[src/rtl/npu_io_pkg.sv]
// Shared types and defaults for the NPU SDRAM I/O path.
// Holds the read scheduler state encoding and engine width/burst defaults.
package npu_io_pkg;

   localparam int SDRAM_W_DEF    = 128;
   localparam int BEAT_BYTES_DEF = SDRAM_W_DEF / 8;
   localparam int MAX_BURST_DEF  = 256;

   typedef enum logic [1:0] {
      IDLE      = 2'd0,
      ISSUE     = 2'd1,
      WAIT_DATA = 2'd2
   } rd_state_e;

endpackage

[src/rtl/sdram_read_sched_rr_arbiter.sv]
// Round-robin arbiter: one-hot grant, search starts at ptr and wraps; zero latency.
// No backpressure of its own; the caller decides when a grant is taken and advances ptr.
module rr_arbiter #(
   parameter int N_REQ = 2,
   parameter int PTR_W = (N_REQ > 1) ? $clog2(N_REQ) : 1
) (
   input  logic [N_REQ-1:0] req,
   input  logic [PTR_W-1:0] ptr,
   output logic [N_REQ-1:0] gnt,
   output logic [PTR_W-1:0] gnt_idx
);

   logic [PTR_W-1:0] idx;

   // Walk from the farthest candidate back to ptr so the last hit is the closest to ptr.
   always_comb begin
      gnt     = '0;
      gnt_idx = '0;
      idx     = '0;
      for (int i = N_REQ - 1; i >= 0; i--) begin
         idx = PTR_W'((int'(ptr) + i) % N_REQ);
         if (req[idx]) begin
            gnt      = '0;
            gnt[idx] = 1'b1;
            gnt_idx  = idx;
         end
      end
   end

endmodule

[src/rtl/sdram_read_sched.sv]
// Splits per-requester read transfers into engine bursts and routes returned beats back.
// Accept/done pulses and response routing are zero latency; one transfer in flight at a time.
module sdram_read_sched
   import npu_io_pkg::*;
#(
   parameter int SDRAM_W   = SDRAM_W_DEF,
   parameter int N_REQ     = 2,
   parameter int MAX_BURST = MAX_BURST_DEF
) (
   input  logic                   clk,
   input  logic                   rst_n,
   input  logic [N_REQ-1:0]       req_valid,
   input  logic [N_REQ-1:0][31:0] req_addr,
   input  logic [N_REQ-1:0][15:0] req_len,
   output logic [N_REQ-1:0]       req_ready,
   output logic [N_REQ-1:0]       resp_valid,
   output logic [SDRAM_W-1:0]     resp_data,
   output logic [15:0]            resp_beat,
   output logic                   resp_last,
   output logic [N_REQ-1:0]       req_done,
   output logic [31:0]            eng_read_addr,
   output logic [10:0]            eng_read_cnt,
   output logic                   eng_read_start,
   input  logic                   eng_out_valid,
   input  logic [10:0]            eng_out_idx,
   input  logic [SDRAM_W-1:0]     eng_out_data
);

   localparam int BEAT_BYTES = SDRAM_W / 8;
   localparam int PTR_W      = (N_REQ > 1) ? $clog2(N_REQ) : 1;

   rd_state_e        state_q, state_d;
   logic [PTR_W-1:0] rr_ptr_q, rr_ptr_d;
   logic [N_REQ-1:0] gnt_q, gnt_d;
   logic [31:0]      cur_addr_q, cur_addr_d;
   logic [15:0]      remaining_q, remaining_d;
   logic [15:0]      beat_q, beat_d;
   logic [10:0]      burst_cnt_q, burst_cnt_d;
   logic [10:0]      burst_len_q, burst_len_d;

   logic [N_REQ-1:0] arb_gnt;
   logic [PTR_W-1:0] arb_idx;
   logic [N_REQ-1:0] ready_c, done_c;
   logic [10:0]      issue_cnt;
   logic [10:0]      burst_cnt_inc;
   logic [15:0]      rem_after_beat;
   logic             in_wait, in_issue, beat_in;

   rr_arbiter #(
      .N_REQ (N_REQ),
      .PTR_W (PTR_W)
   ) u_arb (
      .req     (req_valid),
      .ptr     (rr_ptr_q),
      .gnt     (arb_gnt),
      .gnt_idx (arb_idx)
   );

   assign in_wait        = (state_q == WAIT_DATA);
   assign in_issue       = (state_q == ISSUE);
   assign beat_in        = in_wait && eng_out_valid;
   assign issue_cnt      = (remaining_q > 16'(MAX_BURST)) ? 11'(MAX_BURST) : remaining_q[10:0];
   assign burst_cnt_inc  = burst_cnt_q + 11'd1;
   assign rem_after_beat = remaining_q - 16'(burst_cnt_inc);

   always_comb begin
      state_d     = state_q;
      rr_ptr_d    = rr_ptr_q;
      gnt_d       = gnt_q;
      cur_addr_d  = cur_addr_q;
      remaining_d = remaining_q;
      beat_d      = beat_q;
      burst_cnt_d = burst_cnt_q;
      burst_len_d = burst_len_q;
      ready_c     = '0;
      done_c      = '0;
      case (state_q)
         IDLE: begin
            if (|req_valid) begin
               ready_c     = arb_gnt;
               rr_ptr_d    = (arb_idx == PTR_W'(N_REQ - 1)) ? '0 : arb_idx + PTR_W'(1);
               beat_d      = '0;
               burst_cnt_d = '0;
               // An empty transfer completes on the spot and never touches the engine.
               if (req_len[arb_idx] == 16'd0) begin
                  done_c = arb_gnt;
               end else begin
                  state_d     = ISSUE;
                  gnt_d       = arb_gnt;
                  cur_addr_d  = req_addr[arb_idx];
                  remaining_d = req_len[arb_idx];
               end
            end
         end
         ISSUE: begin
            burst_len_d = issue_cnt;
            state_d     = WAIT_DATA;
         end
         WAIT_DATA: begin
            if (eng_out_valid) begin
               beat_d = beat_q + 16'd1;
               if (burst_cnt_inc == burst_len_q) begin
                  burst_cnt_d = '0;
                  remaining_d = remaining_q - 16'(burst_len_q);
                  cur_addr_d  = cur_addr_q + 32'(burst_len_q) * 32'(BEAT_BYTES);
                  if (rem_after_beat == 16'd0) begin
                     done_c  = gnt_q;
                     state_d = IDLE;
                  end else begin
                     state_d = ISSUE;
                  end
               end else begin
                  burst_cnt_d = burst_cnt_inc;
               end
            end
         end
         default: state_d = IDLE;
      endcase
   end

   always_ff @(posedge clk or negedge rst_n) begin
      if (!rst_n) begin
         state_q     <= IDLE;
         rr_ptr_q    <= '0;
         gnt_q       <= '0;
         cur_addr_q  <= '0;
         remaining_q <= '0;
         beat_q      <= '0;
         burst_cnt_q <= '0;
         burst_len_q <= '0;
      end else begin
         state_q     <= state_d;
         rr_ptr_q    <= rr_ptr_d;
         gnt_q       <= gnt_d;
         cur_addr_q  <= cur_addr_d;
         remaining_q <= remaining_d;
         beat_q      <= beat_d;
         burst_cnt_q <= burst_cnt_d;
         burst_len_q <= burst_len_d;
      end
   end

   // The accept path is combinational from req_valid, so hold it quiet while in reset.
   assign req_ready      = rst_n ? ready_c : '0;
   assign req_done       = rst_n ? done_c : '0;
   assign resp_valid     = in_wait ? (gnt_q & {N_REQ{eng_out_valid}}) : '0;
   assign resp_data      = beat_in ? eng_out_data : '0;
   assign resp_beat      = beat_q;
   assign resp_last      = beat_in && (rem_after_beat == 16'd0);
   assign eng_read_start = in_issue;
   assign eng_read_addr  = in_issue ? cur_addr_q : '0;
   assign eng_read_cnt   = in_issue ? issue_cnt : '0;

   a_eng_idx : assert property (@(posedge clk) disable iff (!rst_n)
      beat_in |-> (eng_out_idx == burst_cnt_q));

endmodule

[config.mk]
export PLATFORM = sky130hd
export DESIGN_NAME = sdram_read_sched
export DESIGN_NICKNAME = d
export VERILOG_FILES = /design/src/rtl/npu_io_pkg.sv /design/src/rtl/sdram_read_sched_rr_arbiter.sv /design/src/rtl/sdram_read_sched.sv
export SDC_FILE = /design/constraint.sdc
export NUM_CORES = 1
export LEC_CHECK = 0
export BUFFER_PORTS_ARGS = -buffer_cell sky130_fd_sc_hd__buf_2
export CORE_AREA = 2 2 168 170
export CTS_CLUSTER_SIZE = 25
export DETAILED_ROUTE_END_ITERATION = 8
export DIE_AREA = 0 0 170 172
export GPL_TIMING_DRIVEN = 0
export HOLD_SLACK_MARGIN = 0.12
export PLACE_DENSITY = 0.57
export SLEW_MARGIN = 5
export SYNTH_ARGS = -nofsm -noshare
export SYNTH_HDL_FRONTEND = slang
export SYNTH_HIERARCHICAL = 1
export SYNTH_SLANG_ARGS = --single-unit
[constraint.sdc]
create_clock -name clk -period 10.65 [get_ports clk]
set_input_delay 1.065 -clock clk [delete_from_list [all_inputs] [get_ports clk]]
set_output_delay 1.065 -clock clk [all_outputs]
set_load 0.05 [all_outputs]
==> flow_summary.json, run 1 <==
{
  "synth_top_cell_area_share_pct": 26.4,
  "async_reset_ff_share_pct": 100,
  "coreArea_um2": 27500,
  "die_w_um": 170,
  "ir_drop_mv": 0.121,
  "clk_pin_slew_ns": 0.07,
  "power_switching_uw": 1680,
  "synth_edf_count": 0,
  "worstPathArrival_ns": 5.12,
  "dieHeight_um": 172,
  "final_nets": 1778,
  "row_count": 61,
  "grt_overflow": 0,
  "utilization_pct": 41.9,
  "reg2reg_slack_ns": 6.34,
  "outcome": "completed",
  "synth_ff_type": "dfrtp_1",
  "finalSetupTns_ns": 0,
  "grt_pass1_vias": 9298,
  "grt_util_all_layers_pct": 24.3,
  "rsz0062_at_grt": "no",
  "tritoncts": "done",
  "syn_area_um2": 8610,
  "cell_internal_pwr_uw": 1370,
  "hold_buffers": 0,
  "min_period_ns": 6.19,
  "yosysTopAreaCell": "dfrtp_1",
  "synth-seq-cells": 91,
  "powerDensity_nw_per_um2": 265,
  "grt_first_pass_wirelength_um": 54200,
  "hold_viol": 0,
  "drv_cap": 0,
  "skew_ns": 0.0111,
  "required_ns": 9.59,
  "start_util_pct": 31.3,
  "ant_nets": 0,
  "ys_seq_area_share_pct": 26.4,
  "syn_to_final_growth_pct": 33.9,
  "ys_types": 82,
  "htreeDepth": 3,
  "period_share_pct": 58.1,
  "antenna_found_initial": 2,
  "cts.sinks": 91,
  "numCtsBuffers": 9,
  "fmax_mhz": 162,
  "swShare_pct": 55.1,
  "dr.pass1.iters": 5,
  "p_leak_uw": 0.00588,
  "cp-end-kind": "output pin",
  "num_vias": 9804,
  "post-dp-hpwl_um": 29700,
  "synth_area_leaders": "dfrtp_1 26%, and2_1 12%, ha_1 5.1%",
  "finalSetupViolations": 0,
  "tightestPinTransition_ns": 1.06,
  "avgSynthCellArea_um2": 8.07,
  "avgRoutedWirePerCell_um": 20.0,
  "comb_power_share_pct": 68.9,
  "clock-root-buffer": "clkbuf_16",
  "drt_first_iter_violations": 808,
  "p_clk_share_pct": 11.9,
  "clockBufferDepth": 2,
  "gp_congestion": 0.910,
  "synth_most_common_cell": "and2_1",
  "synth_cells": 1067,
  "die_area_um2": 29200,
  "min_path_type": "reg2reg",
  "drv_slew": 0,
  "post_cts_resized": 0,
  "yosysWarnings": 6,
  "slew_headroom_pct": 28.8,
  "critPathKind": "reg2out",
  "clock_latency_ns": 0.36,
  "p_seq_share_pct": 19.1,
  "post_cts_buffers": 0,
  "synth_commonest_cells": "171 x and2_1, 91 x dfrtp_1, 68 x nor2_1",
  "routed_wl_um": 37000,
  "ios": 435,
  "start_kind": "register",
  "layout-drive-gt1-share_pct": 33.6,
  "post-route-drc-count": 0,
  "io_buffer_count": 421,
  "grt_start_max_net_pins": 54,
  "cp_max_fo": 10,
  "via_per_inst": 5.29
}
registers in the layout, indices dropped and copies added (netlist names):
name / flops
burst_cnt_q: 11
burst_len_q: 11
resp_beat: 16
remaining_q: 16
state_q: 2
cur_addr_q: 32
rr_ptr_q: 1
gnt_q: 2
worst max-delay path: stages, from the launching register on:
cell and delay [ns]:
dfrtp_1 0.44, ha_1 0.29, and4_1 0.20, clkbuf_1 0.26
and4_1 0.31, xnor2_1 0.19, ha_1 0.31, buf_6 0.15
a2111oi_4 0.38, o221ai_2 0.16, a2111oi_2 0.29, nand3_1 0.13
or4_1 0.48, or4b_4 0.53, o41ai_1 0.33, buf_2 0.32
metrics by stage:
stage | std cells | setup WS (ns) | cell area, um2 | hold slack, ns | total power [uW]
floorplan | 1068 | 4.30 | 8610 | 0.440 | 2080
global route | 1852 | 3.95 | 11500 | 0.499 | 3270
finish | 1853 | 4.46 | 11500 | 0.471 | 3050
detailed placement | 1836 | 4.86 | 11200 | 0.458 | 2660
CTS | 1852 | 4.42 | 11500 | 0.474 | 3050
global placement | 1835 | 4.82 | 11200 | 0.454 | 2660
cells in the final DEF (no fill, tap or decap), types with 34 or more instances in the layout:
cell / netlist / final
a21oi_1: 67 / 67
and2_1: 171 / 171
buf_2: 8 / 428
clkbuf_1: 50 / 51
dfrtp_1: 91 / 91
ha_1: 35 / 35
inv_1: 34 / 34
nand2_1: 65 / 65
nor2_1: 68 / 68
o21ai_0: 57 / 57
cells by family (layout without fill, tap and decap cells):
kind of cell / count (synthesis) / after routing / synth area share, %
flip-flops: 91 / 91 / 26.4
XOR/XNOR: 43 / 43 / 4.85
AND/OR/NAND/NOR: 455 / 455 / 29.3
other: 1 / 3 / 0.0436
multiplexers: 57 / 57 / 7.08
buffers and inverters: 108 / 546 / 5.49
adder cells (fa/ha/maj): 37 / 37 / 5.55
AO/OA/AOI/OAI: 275 / 275 / 21.2
final cells by class:
class	count	area, um2
fillers	2849	16000
flip-flops and latches	91	2280
clock buffers	11	243
multi-input cells	869	5880
inverters	34	128
plain buffers	74	345
clock inverters	5	85.1
repair buffers	422	2140
well taps	346	433
diodes	1	2.50
layer usage:
layer | track usage [%] | vias to the layer above | share of wire, %
met4 | 7.17 | 0 | 2.4
met2 | 36.5 | 397 | 44
li1 | - | 4683 | -
met3 | 4.55 | 52 | 7.4
met5 | 0 | - | 0
met1 | 35.4 | 4672 | 46
power groups by stage:
stage	Sequential, uW	Clock, uW	Combinational (uW)
floorplan	560	0	1520
global placement	588	0	2070
detailed placement	588	0	2080
CTS	584	376	2090
global route	601	387	2280
finish	585	365	2100
worst paths after layout:
check / startpoint / to / cells past startpoint
max in group asynchronous: rst_n / resp_beat[3] / 2
min in group asynchronous: rst_n / cur_addr_q[9] / 1
min: cur_addr_q[1] / cur_addr_q[1] / 2
min reg2reg: cur_addr_q[1] / cur_addr_q[1] / 2
max: burst_cnt_q[0] / req_done[1] / 15
max reg2reg: burst_cnt_q[0] / state_q[0] / 14
Note: power is estimated with default switching activity, not from simulation.
==> run 2, diff against run 1 <==
- PLACE_DENSITY: 0.57 -> 0.59
- clock period: 10.65 -> 5.47 ns (I/O delays scaled with it)
==> flow_summary.json, run 2 (synthesis gave the netlist of run 1 again) <==
{
  "outcome": "completed",
  "grt_overflow": 0,
  "grt_start_max_net_pins": 49,
  "clock-root-buffer": "clkbuf_16",
  "routed_wl_um": 39700,
  "reg2reg_slack_ns": 1.52,
  "p_leak_uw": 0.00591,
  "start_util_pct": 31.3,
  "critPathKind": "reg2out",
  "ios": 435,
  "largest_reg_flops": 32,
  "die_w_um": 170,
  "ant_nets": 0,
  "syn_to_final_growth_pct": 34.6,
  "mostFrequentLayoutCell": "buf_2",
  "antenna_found_initial": 6,
  "layout-drive-gt1-share_pct": 34.4,
  "num-fill-cells": 2821,
  "num_vias": 9966,
  "finalSetupTns_ns": 0,
  "clock_latency_ns": 0.37,
  "required_ns": 4.92,
  "max_stage_delay_ns": 0.54,
  "cp_max_fo": 10,
  "critPathSlowestCell": "or4b_4",
  "avgRoutedWirePerCell_um": 21.4,
  "numCtsBuffers": 9,
  "met2_length_um": 16700,
  "r2r-start": "burst_cnt_q[1]",
  "drt_first_iter_violations": 801,
  "io_buffer_count": 421,
  "final_nets": 1779,
  "worstPathArrival_ns": 4.70,
  "drv_slew": 0,
  "final_cell_mix": "426 x buf_2, 171 x and2_1, 90 x dfrtp_1",
  "grt_util_all_layers_pct": 25.7,
  "wl_met1_um": 18500,
  "grt_pass1_vias": 9154,
  "route.met3.wl_um": 3720,
  "cts.sinks": 91,
  "skew_ns": 0.0167,
  "tritoncts": "done",
  "die_area_um2": 29200,
  "tightestPinTransition_ns": 1.16,
  "dieHeight_um": 172,
  "finalSetupViolations": 0,
  "min_path_type": "in2async",
  "min_period_ns": 5.25,
  "post-route-drc-count": 0,
  "fmax_mhz": 190,
  "clockBufferDepth": 2,
  "hold_viol": 0,
  "grt_first_pass_wirelength_um": 56000,
  "rsz0062_at_grt": "no",
  "cp-startpoint": "burst_cnt_q[1]",
  "hold_buffers": 0,
  "crit_end": "req_done[1]",
  "holdWs_ns": 0.216,
  "slew_headroom_pct": 22.0,
  "gp_congestion": 0.920,
  "clk_pin_slew_ns": 0.08,
  "ir_drop_mv": 0.205,
  "coreArea_um2": 27500,
  "period_share_pct": 96.0,
  "p_total_uw": 5980,
  "reg2reg_depth": 13,
  "cp-end-kind": "output pin",
  "drv_cap": 0,
  "rr_endpoint": "state_q[0]",
  "powerDensity_nw_per_um2": 516,
  "worstPathCellList": "ha_4, and4_4, and4_1, xnor2_2, ha_1, buf_6, a2111oi_4, o221ai_2, a2111oi_2, nand3_1, or4_1, or4b_4, o41ai_2, buf_4",
  "htreeDepth": 3,
  "regMostFlops": "cur_addr_q",
  "row_count": 61,
  "start_kind": "register",
  "post-dp-hpwl_um": 31900,
  "dr.pass1.iters": 5,
  "highest_layer": "met5",
  "via_per_inst": 5.37
}
## run 2: cell types whose count changed in the layout (fill, tap and decap cells not counted), moves of 2 or more
cell	change
buf_4	+5
o41ai_1	-2
buf_2	-2
o41ai_2	+2
clkbuf_1	-3
## run 2: worst max-delay path: cells and delay by family (launching register included)
family	cells	cell delay, ns
flops	1	0.45
fa+ha+maj	2	0.48
buf+inv	2	0.40
xor+xnor	1	0.15
simple gates	5	1.68
compound gates	4	1.16
## run 2: final cells by class
class | instances | area, um2 | share of cell area [%]
Timing Repair Buffer | 425 | 2160 | 18.7
Clock buffer | 10 | 229 | 1.98
Sequential cell | 91 | 2280 | 19.7
Buffer | 72 | 339 | 2.93
Multi-Input combinational cell | 869 | 5940 | 51.3
Inverter | 34 | 128 | 1.10
Tap cell | 346 | 433 | 3.74
Clock inverter | 6 | 71.3 | 0.615
Antenna cell | 2 | 5.00 | 0.0432
## run 2: worst min path at each step
stage	end	cells after the start	start	slack [ns]
after floorplan	burst_cnt_q[0]	0	rst_n	0.25
after global placement	cur_addr_q[1]	2	cur_addr_q[1]	0.45
after detailed placement	cur_addr_q[1]	2	cur_addr_q[1]	0.46
after CTS	cur_addr_q[10]	1	rst_n	0.24
after global routing	cur_addr_q[10]	1	rst_n	0.27
final	cur_addr_q[10]	1	rst_n	0.22
## run 2: per-layer routing
layer / vias up / GRT usage (%)
met5: - / 0
met4: 8 / 5.95
met3: 48 / 7.74
met2: 442 / 36.0
met1: 4784 / 38.2
li1: 4684 / -
## run 2: timing repair
item | 4_1_cts | 5_1_grt
pin swaps | 0 | 2
setup endpoints to repair | 3 | 3
resized for setup | 8 | 9
setup buffers | 0 | 3
## run 2: report_power, final
| group | leakage, uW | switching, uW | internal [uW] |
|---|---|---|---|
| Combinational | 0.00462 | 2780 | 1380 |
| Clock | 0.000145 | 318 | 362 |
| Sequential | 0.00115 | 252 | 894 |
| Total | 0.00591 | 3350 | 2630 |
## run 2: per-stage QoR
stage	cell area [um2]	utilization, %	instances	setup slack [ns]
3_5_place_dp	11200	40.7	1836	0.120
3_3_place_gp	11200	40.6	1835	0.136
6_report	11600	42.2	1855	0.219
4_1_cts	11500	41.9	1851	0.0188
5_1_grt	11600	42.2	1853	0.00684
2_1_floorplan	8610	-	1068	-0.367
==> run 3, diff against run 2 <==
- ABC_AREA: default -> 1
- CORE_AREA: 2 2 168 170 -> 2 2 171 173
- CTS_CLUSTER_DIAMETER: default -> 200
- DIE_AREA: 0 0 170 172 -> 0 0 173 175
==> flow_summary.json, run 3 <==
{
  "outcome": "completed",
  "grt_overflow": 0,
  "io_buffer_count": 421,
  "drt_first_iter_violations": 801,
  "syn_area_um2": 8950,
  "pre_cts_slack_ns": 1.11,
  "grt_util_met1_pct": 42.7,
  "p_clk_share_pct": 11.1,
  "post-dp-hpwl_um": 41600,
  "gp_congestion": 0.942,
  "clockBufferDepth": 2,
  "reg2reg_depth": 20,
  "r2r-start": "burst_cnt_q[0]",
  "regMostFlops": "cur_addr_q",
  "ant_nets": 0,
  "post-route-drc-count": 0,
  "clock-root-buffer": "clkbuf_16",
  "skew_ns": 0.0128,
  "synth_edf_count": 0,
  "hold_buffers": 0,
  "synth_fa_ha_area_share_pct": 5.34,
  "start_kind": "register",
  "die_area_um2": 30300,
  "rsz0062_at_grt": "no",
  "post_cts_buffers": 0,
  "synth_cells": 1519,
  "synthSimpleGateAreaFrac_pct": 38.0,
  "required_ns": 4.92,
  "powerDensity_nw_per_um2": 542,
  "yosysWarnings": 6,
  "grt_first_pass_wirelength_um": 69900,
  "numCtsBuffers": 9,
  "synth_compound_area_share_pct": 11.6,
  "final_nets": 2230,
  "synth_commonest_cells": "353 x nand2_1, 293 x nor2_1, 277 x inv_1",
  "htreeDepth": 3,
  "drv_slew": 0,
  "grt_start_max_net_pins": 55,
  "fmax_mhz": 212,
  "use_met3_pct": 8.05,
  "synth_area_leaders": "dfrtp_1 25%, nand2_1 15%, nor2_1 12%",
  "avgSynthCellArea_um2": 5.90,
  "min_path_type": "in2async",
  "synth-xor-area-share_pct": 2.64,
  "hold_viol": 0,
  "num_vias": 11500,
  "synthMuxAreaShare_pct": 2.01,
  "start_util_pct": 31.5,
  "yosysTopAreaCell": "dfrtp_1",
  "clock_latency_ns": 0.37,
  "synth_top_cell_area_share_pct": 25.4,
  "critPathKind": "reg2out",
  "via_per_inst": 4.92,
  "finalSetupViolations": 0,
  "power_switching_uw": 3890,
  "grt_util_all_layers_pct": 31.4,
  "num-fill-cells": 3208,
  "tritoncts": "done",
  "async_reset_ff_share_pct": 100,
  "cp_max_fo": 4,
  "coreArea_um2": 28400,
  "ys_types": 48,
  "slew_headroom_pct": 40.5,
  "largest_reg_flops": 32,
  "tightestPinTransition_ns": 0.893,
  "p_leak_uw": 0.00721,
  "mostFrequentLayoutCell": "buf_2",
  "top_usage_layer": "met2",
  "cell_internal_pwr_uw": 2560,
  "cp-end-kind": "output pin",
  "reg2reg_slack_ns": 2.00,
  "synth-seq-cells": 91,
  "synth_ff_type": "dfrtp_1",
  "final_cell_mix": "426 x buf_2, 353 x nand2_1, 293 x nor2_1",
  "synth_top_family_by_area": "simple AND/OR/NAND/NOR gates",
  "post_cts_resized": 0,
  "p_seq_share_pct": 18.1,
  "cts.sinks": 91,
  "gr-usage-met2_pct": 49.4,
  "ios": 435,
  "comb_power_share_pct": 70.8,
  "syn_to_final_growth_pct": 32.8,
  "period_share_pct": 86.3,
  "setup_ws_ns": 0.747,
  "die_w_um": 173,
  "layout-drive-gt1-share_pct": 24.8,
  "drv_cap": 0,
  "routed_wl_um": 48700,
  "worstPathArrival_ns": 4.18,
  "swShare_pct": 60.4,
  "row_count": 62,
  "synth_most_common_cell": "nand2_1",
  "finalSetupTns_ns": 0,
  "avgRoutedWirePerCell_um": 20.8,
  "clk_pin_slew_ns": 0.08,
  "min_period_ns": 4.72,
  "dr.pass1.iters": 6,
  "dieHeight_um": 175,
  "grt_pass1_vias": 10900,
  "antenna_found_initial": 13,
  "holdWs_ns": 0.185,
  "ir_drop_mv": 0.196,
  "rr_endpoint": "state_q[0]",
  "ys_seq_area_share_pct": 25.4
}
-- run 3: cell types whose count changed after synthesis, moves of 21 or more --
cell / before / now
nand2_1: 65 / 353
inv_1: 34 / 277
xnor2_1: 24 / 3
o21ai_0: 57 / 95
a21oi_1: 67 / 45
and2_1: 171 / 2
nor2_1: 68 / 293
nand3_1: 26 / 101
mux2_2: 31 / 0
-- run 3: how the worst max path moves through the flow --
| stage | start | endpoint | slack (ns) | cells after the start |
|---|---|---|---|---|
| final | burst_cnt_q[0] | req_done[1] | 0.75 | 22 |
| after global routing | burst_cnt_q[0] | req_done[1] | 0.37 | 20 |
| after CTS | burst_cnt_q[0] | req_done[1] | 0.71 | 22 |
| after detailed placement | burst_cnt_q[0] | req_done[1] | 1.11 | 22 |
| after global placement | burst_cnt_q[0] | req_done[1] | 1.15 | 20 |
| after floorplan | burst_cnt_q[0] | req_done[0] | 1.80 | 18 |
-- run 3: power by group through the flow --
stage	Sequential (uW)	Clock, uW	Combinational, uW
6_report	1170	713	4570
5_1_grt	1200	747	4990
4_1_cts	1160	722	4530
3_5_place_dp	1170	0	4510
3_3_place_gp	1170	0	4480
2_1_floorplan	1110	0	3200
-- run 3: metrics by stage --
stage | area (um2) | total power, uW | utilization [%] | std cells
detailed placement | 11600 | 5680 | 40.8 | 2326
floorplan | 8960 | 4310 | - | 1520
CTS | 11900 | 6410 | 41.9 | 2342
finish | 11900 | 6450 | 41.9 | 2343
global route | 11900 | 6940 | 41.9 | 2343
global placement | 11500 | 5650 | 40.7 | 2325
-- run 3: cell families after synthesis --
group | count (synthesis)
flip-flops | 91
AND/OR/NAND/NOR | 821
buffers and inverters | 338
AO/OA/AOI/OAI | 186
adder cells (fa/ha/maj) | 37
other | 1
XOR/XNOR | 27
multiplexers | 18
-- run 3: layout make-up --
class,instances,area [um2],area share (%)
plain buffers,57,282,2.37
diodes,1,2.50,0.0210
repair buffers,422,2140,18.0
clock inverters,7,91.3,0.768
well taps,384,480,4.04
inverters,281,1050,8.87
flip-flops and latches,91,2280,19.1
clock buffers,9,225,1.89
multi-input cells,1091,5350,44.9
-- run 3: routing by layer --
layer	vias up	wire length [um]
met5	-	34
met4	4	1190
met3	63	4430
met2	510	21500
met1	5380	21500
li1	5574	-
-- run 3: worst max-delay path, stage by stage, from the launching register on --
cell	delay (ns)
dfrtp_1	0.42
ha_1	0.21
nand2_2	0.11
nor2_4	0.17
nand2_2	0.11
nor3_1	0.19
nand2_1	0.13
nand2_1	0.17
ha_1	0.30
nand2_1	0.12
inv_1	0.05
a21oi_1	0.23
nor2_1	0.07
nor2_1	0.12
nand2_1	0.10
nand2_1	0.06
nand2_1	0.05
nor2_1	0.11
nand4_1	0.36
nor2_1	0.23
nor2_1	0.06
nor2_1	0.15
buf_2	0.30
